==> src/rtl/slice_scheduler_if.sv <==
`default_nettype none
// +------------------------------------------------------------------+
// | Module      : slice_scheduler_if                                 |
// | Description : Fetch and row handshakes between the slice         |
// |               scheduler, the frame manager and the HUB75 driver. |
// | Revision    : 1.0 - initial release                              |
// +------------------------------------------------------------------+
interface slice_scheduler_if #(
  parameter int THETA_W = 10,
  parameter int ADDR_W  = 5
);
  logic               fetch_req;
  logic [THETA_W-1:0] fetch_theta;
  logic               fetch_ack;
  logic               row_valid;
  logic               row_ready;
  logic [ADDR_W-1:0]  row_addr;

  // Scheduler side
  modport master (
    output fetch_req, fetch_theta, row_valid, row_addr,
    input  fetch_ack, row_ready
  );

  // Frame manager / HUB75 driver side
  modport slave (
    input  fetch_req, fetch_theta, row_valid, row_addr,
    output fetch_ack, row_ready
  );
endinterface
`default_nettype wire

==> src/rtl/slice_scheduler.sv <==
`default_nettype none
// +------------------------------------------------------------------+
// | Module      : slice_scheduler                                    |
// | Description : Tracks the angular slice index, fetches column     |
// |               data for each new slice and streams SCAN_RATE row  |
// |               addresses to the HUB75 driver. One slice may be    |
// |               queued while busy; newer slices replace it.        |
// | Option      : define SLICE_SCHEDULER_STATS_EN to build the       |
// |               slice/overrun counters (otherwise they read 0).    |
// | Revision    : 1.0 - initial release                              |
// +------------------------------------------------------------------+
module slice_scheduler #(
  parameter  int ROTATIONAL_RES = 1024,
  parameter  int SCAN_RATE      = 32,
  localparam int THETA_W        = $clog2(ROTATIONAL_RES),
  localparam int ADDR_W         = $clog2(SCAN_RATE)
) (
  input  wire                clk_in,
  input  wire                rst_in,
  input  wire  [THETA_W-1:0] dtheta_in,
  slice_scheduler_if.master  bus,
  output logic               busy,
  output logic [15:0]        overrun_count,
  output logic [15:0]        slice_count
);

  localparam logic [1:0] S_IDLE  = 2'd0;
  localparam logic [1:0] S_FETCH = 2'd1;
  localparam logic [1:0] S_SEND  = 2'd2;

  localparam logic [ADDR_W-1:0] ROW_LAST = ADDR_W'(SCAN_RATE - 1);

  logic [1:0]         state_q,         state_d;
  logic               fetch_req_q,     fetch_req_d;
  logic [THETA_W-1:0] fetch_theta_q,   fetch_theta_d;
  logic               row_valid_q,     row_valid_d;
  logic [ADDR_W-1:0]  row_addr_q,      row_addr_d;
  logic               pending_valid_q, pending_valid_d;
  logic [THETA_W-1:0] pending_theta_q, pending_theta_d;
  logic [THETA_W-1:0] prev_theta_q;

  logic change;
  logic slice_done;

  assign change     = (dtheta_in != prev_theta_q);
  assign slice_done = (state_q == S_SEND) && bus.row_ready && (row_addr_q == ROW_LAST);

  assign busy            = (state_q != S_IDLE);
  assign bus.fetch_req   = fetch_req_q;
  assign bus.fetch_theta = fetch_theta_q;
  assign bus.row_valid   = row_valid_q;
  assign bus.row_addr    = row_addr_q;

  // Next-state logic: slice sequencing plus the one-deep pending slot
  always_comb begin
    state_d         = state_q;
    fetch_req_d     = fetch_req_q;
    fetch_theta_d   = fetch_theta_q;
    row_valid_d     = row_valid_q;
    row_addr_d      = row_addr_q;
    pending_valid_d = pending_valid_q;
    pending_theta_d = pending_theta_q;

    case (state_q)
      S_IDLE: begin
        if (change) begin
          state_d       = S_FETCH;
          fetch_req_d   = 1'b1;
          fetch_theta_d = dtheta_in;
        end
      end
      S_FETCH: begin
        if (bus.fetch_ack) begin
          state_d     = S_SEND;
          fetch_req_d = 1'b0;
          row_valid_d = 1'b1;
          row_addr_d  = '0;
        end
      end
      S_SEND: begin
        if (bus.row_ready) begin
          if (row_addr_q == ROW_LAST) begin
            row_valid_d = 1'b0;
            // A change on the completing cycle beats whatever was queued
            if (change) begin
              state_d       = S_FETCH;
              fetch_req_d   = 1'b1;
              fetch_theta_d = dtheta_in;
            end else if (pending_valid_q) begin
              state_d       = S_FETCH;
              fetch_req_d   = 1'b1;
              fetch_theta_d = pending_theta_q;
            end else begin
              state_d = S_IDLE;
            end
          end else begin
            row_addr_d = row_addr_q + ADDR_W'(1);
          end
        end
      end
      default: begin
        state_d     = S_IDLE;
        fetch_req_d = 1'b0;
        row_valid_d = 1'b0;
      end
    endcase

    // Queue slices that arrive while busy; the newest one wins
    if (change && (state_q != S_IDLE)) begin
      pending_valid_d = 1'b1;
      pending_theta_d = dtheta_in;
    end
    // Completing a slice always consumes or supersedes the queued slot
    if (slice_done) begin
      pending_valid_d = 1'b0;
    end
  end

  // Scheduler state registers with synchronous active-low reset
  always_ff @(posedge clk_in) begin
    if (!rst_in) begin
      state_q         <= S_IDLE;
      fetch_req_q     <= 1'b0;
      fetch_theta_q   <= '0;
      row_valid_q     <= 1'b0;
      row_addr_q      <= '0;
      pending_valid_q <= 1'b0;
      pending_theta_q <= '0;
      prev_theta_q    <= '0;
    end else begin
      state_q         <= state_d;
      fetch_req_q     <= fetch_req_d;
      fetch_theta_q   <= fetch_theta_d;
      row_valid_q     <= row_valid_d;
      row_addr_q      <= row_addr_d;
      pending_valid_q <= pending_valid_d;
      pending_theta_q <= pending_theta_d;
      prev_theta_q    <= dtheta_in;
    end
  end

`ifdef SLICE_SCHEDULER_STATS_EN
  logic [15:0] slice_count_q,   slice_count_d;
  logic [15:0] overrun_count_q, overrun_count_d;
  logic        overrun;

  // A slice is dropped whenever a new one arrives while one is already queued
  assign overrun = change && (state_q != S_IDLE) && pending_valid_q;

  // Saturating statistics counters
  always_comb begin
    slice_count_d   = slice_count_q;
    overrun_count_d = overrun_count_q;
    if (slice_done && (slice_count_q != 16'hFFFF)) begin
      slice_count_d = slice_count_q + 16'd1;
    end
    if (overrun && (overrun_count_q != 16'hFFFF)) begin
      overrun_count_d = overrun_count_q + 16'd1;
    end
  end

  // Counter registers
  always_ff @(posedge clk_in) begin
    if (!rst_in) begin
      slice_count_q   <= '0;
      overrun_count_q <= '0;
    end else begin
      slice_count_q   <= slice_count_d;
      overrun_count_q <= overrun_count_d;
    end
  end

  assign slice_count   = slice_count_q;
  assign overrun_count = overrun_count_q;
`else
  assign slice_count   = 16'd0;
  assign overrun_count = 16'd0;
`endif

endmodule
`default_nettype wire
==> src/flat_wrapper.sv <==
// flat-port wrapper written by rule: the top's interface ports become plain ports
module slice_scheduler_flat 
#(
  parameter  int ROTATIONAL_RES = 1024,
  parameter  int SCAN_RATE      = 32,
  localparam int THETA_W        = $clog2(ROTATIONAL_RES),
  localparam int ADDR_W         = $clog2(SCAN_RATE)
)
  (clk_in, rst_in, dtheta_in, busy, overrun_count, slice_count, bus_fetch_req, bus_fetch_theta, bus_row_valid, bus_row_addr, bus_fetch_ack, bus_row_ready);
  slice_scheduler_if bus_i ();
  input  wire clk_in;
  input  wire rst_in;
  input  wire  [THETA_W-1:0] dtheta_in;
  output logic busy;
  output logic [15:0] overrun_count;
  output logic [15:0] slice_count;
  output wire logic [$bits(bus_i.fetch_req)-1:0] bus_fetch_req;
  output wire logic [$bits(bus_i.fetch_theta)-1:0] bus_fetch_theta;
  output wire logic [$bits(bus_i.row_valid)-1:0] bus_row_valid;
  output wire logic [$bits(bus_i.row_addr)-1:0] bus_row_addr;
  input wire logic [$bits(bus_i.fetch_ack)-1:0] bus_fetch_ack;
  input wire logic [$bits(bus_i.row_ready)-1:0] bus_row_ready;
  assign bus_fetch_req = bus_i.fetch_req;
  assign bus_fetch_theta = bus_i.fetch_theta;
  assign bus_row_valid = bus_i.row_valid;
  assign bus_row_addr = bus_i.row_addr;
  assign bus_i.fetch_ack = bus_fetch_ack;
  assign bus_i.row_ready = bus_row_ready;
  slice_scheduler #(.ROTATIONAL_RES(ROTATIONAL_RES), .SCAN_RATE(SCAN_RATE)) u_core (.clk_in(clk_in), .rst_in(rst_in), .dtheta_in(dtheta_in), .bus(bus_i), .busy(busy), .overrun_count(overrun_count), .slice_count(slice_count));
endmodule
==> config.mk <==
export PLATFORM = sky130hd
export DESIGN_NAME = slice_scheduler_flat
export DESIGN_NICKNAME = d
export VERILOG_FILES = /design/src/rtl/slice_scheduler_if.sv /design/src/rtl/slice_scheduler.sv /design/src/flat_wrapper.sv
export SDC_FILE = /design/constraint.sdc
export NUM_CORES = 1
export LEC_CHECK = 0
export CELL_PAD_IN_SITES_DETAIL_PLACEMENT = 0
export CELL_PAD_IN_SITES_GLOBAL_PLACEMENT = 2
export CORE_ASPECT_RATIO = 1.75
export CORE_UTILIZATION = 37
export DETAILED_ROUTE_END_ITERATION = 12
export DONT_BUFFER_PORTS = 1
export GPL_ROUTABILITY_DRIVEN = 0
export MAX_ROUTING_LAYER = met4
export PLACE_DENSITY = 0.79
export SLEW_MARGIN = 10
export SYNTH_ARGS = -nofsm -noshare
export SYNTH_HDL_FRONTEND = slang
export SYNTH_SLANG_ARGS = --single-unit
export TNS_END_PERCENT = 30
==> constraint.sdc <==
create_clock -name clk_in -period 2.2 [get_ports clk_in]
set_input_delay 0.22 -clock clk_in [delete_from_list [all_inputs] [get_ports clk_in]]
set_output_delay 0.22 -clock clk_in [all_outputs]
set_load 0.01 [all_outputs]
==> impl_metrics.ini <==
[outcome]
outcome = finished with violations
violations = design-rule violations

[global_route]
grtUsageMet3_pct = 4.03
gr-total-overflow = 0
grt_antenna_before_repair = 0
gr-usage-met2_pct = 26.2
met1_usage_pct = 14.0
grt_pass1_wl_um = 6040
grt-busiest-layer = met2
grt_max_degree = 26
grt_pass1_vias = 1202
grt_use_total_pct = 14.9

[yosys]
yosysSeqAreaShare_pct = 40.1
syn_inst = 208
synth_area_um2 = 2000
postSynthAreaPerCell_um2 = 9.61
ys.warnings.count = 0
synth_seq_cells = 40
synth.distinct_cells = 28

[detailed_routing]
vias = 1335
drtAntennaViolNets = 0
drt_iter0_markers = 27
drt_first_pass_iters = 8
remaining_drc_errors = 4
wl_um = 3910
wire_per_inst_um = 14.5
vias_per_cell = 4.96

[min_path]
min_path_type = input port to register

[timing]
rsz0062_at_grt = no
worst_slew_margin_rel_pct = 64.8
fin_skew_ns = 0.00527
post-route-period-util_pct = 87.7
finalSetupTns_ns = 0
tightest_slew_ns = 0.528
max_freq_mhz = 519
fin_ws_ns = 0.271
min_period_ns = 1.93
slew_violations = 0
setup_viol = 0
hold_violations = 0
whs_ns = 0.0417

[critical_path]
arrival_ns = 2.12
cp_max_fo = 7
critPathKind = register to register
critPathLaunchType = register
crit_path_end_kind = register
required_ns = 2.40
rrSetupSlack_ns = 0.27

[power_and_ir_drop]
power.total_mw = 1.74
p_seq_share_pct = 48.0
swShare_pct = 25.8
p_sw_mw = 0.449
clkPwrFrac_pct = 38.0
p_per_area_nw_per_um2 = 835
p_int_mw = 1.29
worst_ir_drop_vdd_uv = 383
p_leak_nw = 0.960
combinationalPowerShare_pct = 14.0

[layout]
layout.cells.most_common = dfxtp_1
diodes = 0
fin_cells = 269
final_cell_mix = dfxtp_1 (40), conb_1 (32), mux2i_1 (21)
final_core_util_pct = 39.9
nets = 229
drive_gt1_share_pct = 15.4
syn2layout_area_growth_pct = 4.13
postLayoutCellArea_um2 = 2080
fillCellCount = 551

[placed_design]
hpwl_um = 2910
dp.cells = 261
portBuffers = 0
post-place-ws_ns = 0.273
placed_area_um2 = 1950

[floorplanning]
fp.dieH_um = 99.2
initial_core_util_pct = 38.3
die_w_um = 57.6
coreArea_um2 = 5210
io_pins = 64
die_area_um2 = 5710
std_cell_rows = 35

[clock_tree]
cts_buffers = 5
cts_tree = done
cts_sinks = 40
clk_latency_ns = 0.30
cts_resized = 0
post-cts-setup-buffers = 0
cts_buffer_depth = 2
cts_hold_buf = 0
h-tree-depth = 2
root_buffer = clkbuf_8
path_clk_slew_ns = 0.08

[job]
cap_violations = 0
-- final cells by class --
class,count,area (um2),share of cell area (%)
multi-input cells,152,986,47.4
flip-flops and latches,40,801,38.5
clock buffers,7,96.3,4.63
repair buffers,9,80.1,3.85
well taps,55,68.8,3.31
clock inverters,1,30.0,1.44
inverters,5,18.8,0.902
-- critical path: stages (launching register included) --
cell,delay (ns)
dfxtp_1,0.32
ha_1,0.20
and3_1,0.18
ha_1,0.22
nand2b_1,0.15
o21ai_1,0.37
nand4_1,0.17
xor2_1,0.16
nor2_1,0.05
-- final timing paths --
path                                           startpoint                        end  cells after the start
worst min-delay path                         dtheta_in[6]     u_core.prev_theta_q[6]                      1
worst min register to register  u_core.pending_theta_q[2]  u_core.pending_theta_q[2]                      2
worst max-delay path               u_core.bus.row_addr[0]     u_core.bus.row_addr[3]                      8
worst max register to register     u_core.bus.row_addr[0]     u_core.bus.row_addr[3]                      8
-- state kept, by name, summed over array words and instances (netlist names) --
name	cells
u_core.state_q	2
u_core.bus.row_valid	1
u_core.pending_theta_q	10
u_core.bus.fetch_theta	10
u_core.pending_valid_q	1
u_core.bus.row_addr	5
u_core.prev_theta_q	10
u_core.bus.fetch_req	1
-- logic make-up after synthesis --
logic type / Yosys count / share of synthesized area (%)
AOI/OAI and AO/OA: 34 / 12.7
muxes: 21 / 10.5
DFF: 40 / 40.1
adders and majority gates: 2 / 1.25
and+or+nand+nor: 51 / 13.6
xor gates and xnor gates: 12 / 5.26
other: 1 / 0.188
buffers and inverters: 47 / 16.4
-- Yosys cell counts --
cell      count  area [um2]
o221a_2       1        11.3
o21ai_1       1        5.00
ha_1          2        25.0
nand2b_1      2        12.5
nand3_1       3        15.0
clkbuf_1      2        7.51
buf_2         4        20.0
nand3b_1      2        15.0
and2_1       11        68.8
nor2_1       18        67.6
nor4_2        2        25.0
nand4_1       3        18.8
buf_4        33         248
buf_6         3        33.8
a31oi_1       2        12.5
o21ai_0       4        20.0
dfxtp_1      40         801
inv_2         1        3.75
mux2i_1      21         210
conb_1        1        3.75
inv_1         4        15.0
a211oi_2     10         125
xor2_1       12         105
a21oi_1      16        80.1
and2_2        1        7.51
and2_4        1        8.76
nand2_1       7        26.3
and3_1        1        6.26
-- power by group through the flow --
| stage | Clock (mW) | Sequential (mW) | Combinational (mW) |
|---|---|---|---|
| after floorplan | 0 | 0.836 | 0.260 |
| after global placement | 0 | 0.850 | 0.245 |
| after detailed placement | 0 | 0.852 | 0.246 |
| after CTS | 0.676 | 0.834 | 0.246 |
| after global routing | 0.709 | 0.840 | 0.269 |
| final | 0.660 | 0.833 | 0.243 |
-- routing by layer --
layer	vias to the layer above	share of wire [%]
met2	45	56
li1	649	-
met5	-	0
met3	8	6.2
met1	633	35
met4	0	3.2
(Power assumes the default switching activity.)
